==> config.mk <==
export PLATFORM = sky130hd
export DESIGN_NAME = rv32_bus_arbiter
export DESIGN_NICKNAME = d
export VERILOG_FILES = /design/src/rtl/rv32_bus_arbiter.sv
export SDC_FILE = /design/constraint.sdc
export NUM_CORES = 1
export LEC_CHECK = 0
export ABC_AREA = 1
export BUFFER_PORTS_ARGS = -buffer_cell sky130_fd_sc_hd__clkbuf_2
export CAP_MARGIN = 40
export CORE_AREA = 2 2 112 114
export CTS_BUF_LIST = sky130_fd_sc_hd__clkbuf_8
export CTS_CLUSTER_SIZE = 30
export DETAILED_ROUTE_END_ITERATION = 10
export DIE_AREA = 0 0 114 116
export GPL_ROUTABILITY_DRIVEN = 1
export HOLD_SLACK_MARGIN = 0.12
export PLACE_DENSITY = 0.74
export SKIP_LAST_GASP = 1
export SLEW_MARGIN = 20
export SYNTH_ARGS = -nofsm -noshare
export SYNTH_HDL_FRONTEND = slang
export SYNTH_SLANG_ARGS = --single-unit
==> constraint.sdc <==
create_clock -name clk -period 2.35 [get_ports clk]
set_input_delay 0.235 -clock clk [delete_from_list [all_inputs] [get_ports clk]]
set_output_delay 0.235 -clock clk [all_outputs]
set_load 0.03 [all_outputs]
==> src/rtl/rv32_bus_arbiter.sv <==
// Shares one memory bus between the fetch (instruction) and mem (data) ports.
// Data has priority; a saturating burst counter bounds how long fetch can wait.
module rv32_bus_arbiter #(
    parameter int unsigned MAX_DATA_BURST = 4
) (
    input  logic        clk,
    input  logic        reset,
    input  logic        instr_valid_in,
    input  logic [31:0] instr_address_in,
    output logic        instr_ready_out,
    output logic [31:0] instr_read_value_out,
    input  logic        data_valid_in,
    input  logic [31:0] data_address_in,
    input  logic [3:0]  data_write_mask_in,
    input  logic [31:0] data_write_value_in,
    output logic        data_ready_out,
    output logic [31:0] data_read_value_out,
    output logic        bus_valid_out,
    output logic [31:0] bus_address_out,
    output logic [3:0]  bus_write_mask_out,
    output logic [31:0] bus_write_value_out,
    input  logic        bus_ready_in,
    input  logic [31:0] bus_read_value_in
);

    typedef enum logic [1:0] {S_IDLE, S_INSTR, S_DATA} state_t;

    localparam logic [3:0] BURST_LIMIT = 4'(MAX_DATA_BURST);

    state_t      r_state;
    state_t      w_next_state;
    logic [3:0]  r_burst_count;
    logic        r_bus_valid;
    logic [31:0] r_bus_address;
    logic [3:0]  r_bus_write_mask;
    logic [31:0] r_bus_write_value;
    logic        w_grant_data;
    logic        w_grant_instr;

    always_ff @(posedge clk or posedge reset) begin
        if (reset) r_state <= S_IDLE;
        else       r_state <= w_next_state;
    end

    always_comb begin
        w_next_state         = r_state;
        w_grant_data         = 1'b0;
        w_grant_instr        = 1'b0;
        instr_ready_out      = 1'b0;
        instr_read_value_out = '0;
        data_ready_out       = 1'b0;
        data_read_value_out  = '0;
        case (r_state)
            S_IDLE: begin
                if (data_valid_in && (!instr_valid_in || (r_burst_count < BURST_LIMIT))) begin
                    w_grant_data = 1'b1;
                    w_next_state = S_DATA;
                end else if (instr_valid_in) begin
                    w_grant_instr = 1'b1;
                    w_next_state  = S_INSTR;
                end
            end
            S_INSTR: begin
                if (bus_ready_in) begin
                    instr_ready_out      = 1'b1;
                    instr_read_value_out = bus_read_value_in;
                    w_next_state         = S_IDLE;
                end
            end
            S_DATA: begin
                if (bus_ready_in) begin
                    data_ready_out      = 1'b1;
                    data_read_value_out = bus_read_value_in;
                    w_next_state        = S_IDLE;
                end
            end
            default: w_next_state = S_IDLE;
        endcase
    end

    // Request fields are captured only at the grant edge; they stay latched after completion.
    always_ff @(posedge clk or posedge reset) begin
        if (reset) begin
            r_bus_valid       <= 1'b0;
            r_bus_address     <= '0;
            r_bus_write_mask  <= '0;
            r_bus_write_value <= '0;
        end else if (w_grant_data) begin
            r_bus_valid       <= 1'b1;
            r_bus_address     <= data_address_in;
            r_bus_write_mask  <= data_write_mask_in;
            r_bus_write_value <= data_write_value_in;
        end else if (w_grant_instr) begin
            r_bus_valid       <= 1'b1;
            r_bus_address     <= instr_address_in;
            r_bus_write_mask  <= '0;
            r_bus_write_value <= '0;
        end else if ((r_state != S_IDLE) && bus_ready_in) begin
            r_bus_valid <= 1'b0;
        end
    end

    always_ff @(posedge clk or posedge reset) begin
        if (reset) begin
            r_burst_count <= '0;
        end else if (w_grant_data && instr_valid_in) begin
            if (r_burst_count < BURST_LIMIT) r_burst_count <= r_burst_count + 4'd1;
        end else if (w_grant_data || w_grant_instr) begin
            r_burst_count <= '0;
        end
    end

    assign bus_valid_out       = r_bus_valid;
    assign bus_address_out     = r_bus_address;
    assign bus_write_mask_out  = r_bus_write_mask;
    assign bus_write_value_out = r_bus_write_value;

endmodule

==> metrics.csv <==
metric,value,unit
outcome,finished clean,
# fillers,1155,
clk buf depth,2,
Syn Inst Count,637,
routability congestion estimate,0.858,
layout cells sized above 1,32.1,%
area delta synth->final,49.8,%
Core ar.,0.0119,mm2
IR Drop Worst-Case VDD,0.558,mV
first-pass GRT wire length,22000,um
WS Path Type,reg -> out,
H-tree depth,3,
number of global-route vias before repair,4492,
"Design Area, Final",0.00621,mm2
syn avg cell area,6.51,um2
hold_ws,0.157,ns
Worst Path Buf+Inv,3,
Die Span X,114,um
Sequential Area,0.00188,mm2
Setup Skew,0.00673,ns
num rows,40,
post-synthesis sequential area ratio,45.3,%
Routed Antenna Nets,0,
Routed WL,14400,um
Worst Hold Class,in -> reg,
initial drt markers,247,
grt ovf,0,
Routed WL per cell,13.2,um
Setup crit end kind,output pin,
I/O Buffers,271,
TNS Setup,0,ns
Critical Path AT,1.67,ns
vias per cell,4.35,
via count,4743,
Top Family by Delay on Critical Path,buffers and inverters,
CTS tree,yes,
initial core utilization,34.8,%
CTS Buf Count,9,
leakage power,4.23,nW
area of the multi-input gates,0.00159,mm2
CP max stage delay,0.38,ns
largest net degree at the start of global routing,55,
total clock sinks,75,
maxcap violations,0,
"Cell Area, Placed",0.00564,mm2
Root Buffer Master,clkbuf_8,
nets@finish,1078,
worst path cell trace,"inv_1, ha_1, nand2_1, buf_4, nor2_1, clkbuf_2",
Worst-Skew Late Latency,0.35,ns
chip height,116,um
Pwr Density,1140,mW/mm2
I/O Pins,272,
Yosys cell types,19,
crit path time final,1.91,ns
Tot GR Track Use,21.5,%
Tot Pwr,0.00710,W
1st-pass router iterations,5,
Final period util,81.2,%
CP max stage cell,dfrtp_1,
worst-path fanout max,33,
Post-Syn Nets,778,
"Setup Fix Bufs, Post-CTS",0,
Slew headroom,54.9,%
post-detail-place hpwl,10300,um
DRC viols,0,
Final Max Tran Viols,0,
"Cell Area, Synth",0.00415,mm2
Worst Max-Slew Pin Slew,0.675,ns
Yosys Warn Count,0,
"flops & latches, synth",75,
Die ar.,0.0132,mm2
Worst-path clk slew,0.08,ns
critical path startpoint category,flip-flop,
CP Data Required Time,2.12,ns
Achievable Freq,524,MHz
RSZ-0062 raised after global routing,false,
Setup-failing EPs final,0,
final hold vios,0,
initial antenna violation count,0,
[final cells by class]
class | count | area share (%)
antenna | 1 | 0.0403
clock buffer | 9 | 1.99
clock inverter | 7 | 1.11
inverter | 142 | 8.60
multi-input combinational | 391 | 25.6
sequential | 75 | 30.2
tap | 147 | 2.96
timing repair buffer | 318 | 29.4
[tightest hold or removal path, cell delays in order]
cell and delay [ns]:
clkbuf_2 0.07, inv_1 0.03, nand2_1 0.05, nand2_1 0.05
nand2_1 0.04
[placed cells by master, fill, tap and decap left out, drive strengths merged]
cell type and n:
ha 4, clkinv 11, bufinv 1, dlygate4sd3 38
nand4 1, nand2 275, xnor2 1, o21ai 6
clkbuf 280, a31oi 1, clkinvlp 1, a21oi 2
nand3 34, buf 9, diode 1, dfrtp 75
inv 136, nor2 67
[routing by layer]
layer	GRT usage (%)	routed length, um	part of all wire (%)	up-vias
li1	-	-	-	2397
met1	24.1	5520	38	2100
met2	39.0	7460	52	210
met3	4.29	958	6.6	36
met4	10.5	482	3.3	0
met5	0	0	0	-
[worst paths after layout]
path | from | to | slack, ns | cells past startpoint
setup / recovery | r_state[1] | instr_read_value_out[2] | 0.44 | 6
hold / removal | instr_address_in[3] | bus_address_out[3] | 0.16 | 5
setup reg to reg | r_burst_count[2] | bus_write_value_out[23] | 0.59 | 6
hold reg to reg | bus_write_value_out[16] | bus_write_value_out[16] | 0.48 | 2
max in group asynchronous | reset | bus_write_value_out[3] | 1.27 | 4
min in group asynchronous | reset | bus_address_out[27] | 0.46 | 3
[state kept, by name, summed over array words and instances (netlist names)]
signal,flops
r_state,2
bus_write_value_out,32
bus_valid_out,1
bus_write_mask_out,4
bus_address_out,32
r_burst_count,4
[report_power, final]
| group | total [W] | switching, W | internal, W |
|---|---|---|---|
| registers | 0.00219 | 0.000332 | 0.00186 |
| clock network | 0.000996 | 0.000507 | 0.000489 |
| logic | 0.00391 | 0.00283 | 0.00108 |
| total | 0.00710 | 0.00367 | 0.00343 |
[cell families after synthesis]
| family | after synthesis | synth area share [%] |
|---|---|---|
| adder cells (fa/ha/maj) | 4 | 1.21 |
| buffers and inverters | 171 | 16.3 |
| AO/OA/AOI/OAI | 9 | 1.66 |
| XOR/XNOR | 1 | 0.211 |
| flip-flops | 75 | 45.3 |
| AND/OR/NAND/NOR | 377 | 35.3 |
[cell usage after synthesis, drive strengths merged]
cell type	n	share of area, %
a21oi	2	0.51
a31oi	1	0.15
buf	18	2.5
clkbuf	11	1.0
clkinv	7	0.63
dfrtp	75	45
ha	4	1.2
inv	135	12
nand2	275	25
nand3	34	4.2
nand4	1	0.15
nor2	67	6.1
o21ai	6	1.0
xnor2	1	0.21
[stage by stage]
stage	instances	worst slack, ns	utilization [%]
3_5_place_dp	1035	0.583	47.3
4_1_cts	1089	0.385	52.1
5_1_grt	1089	0.251	52.1
6_report	1090	0.442	52.2
3_3_place_gp	1035	0.681	47.3
2_1_floorplan	637	0.205	-
[timing repair]
action,CTS,global route
hold endpoints to repair,66,0
gates resized for setup,0,0
hold buffers,38,0
Power figures use the tool's default switching activity.
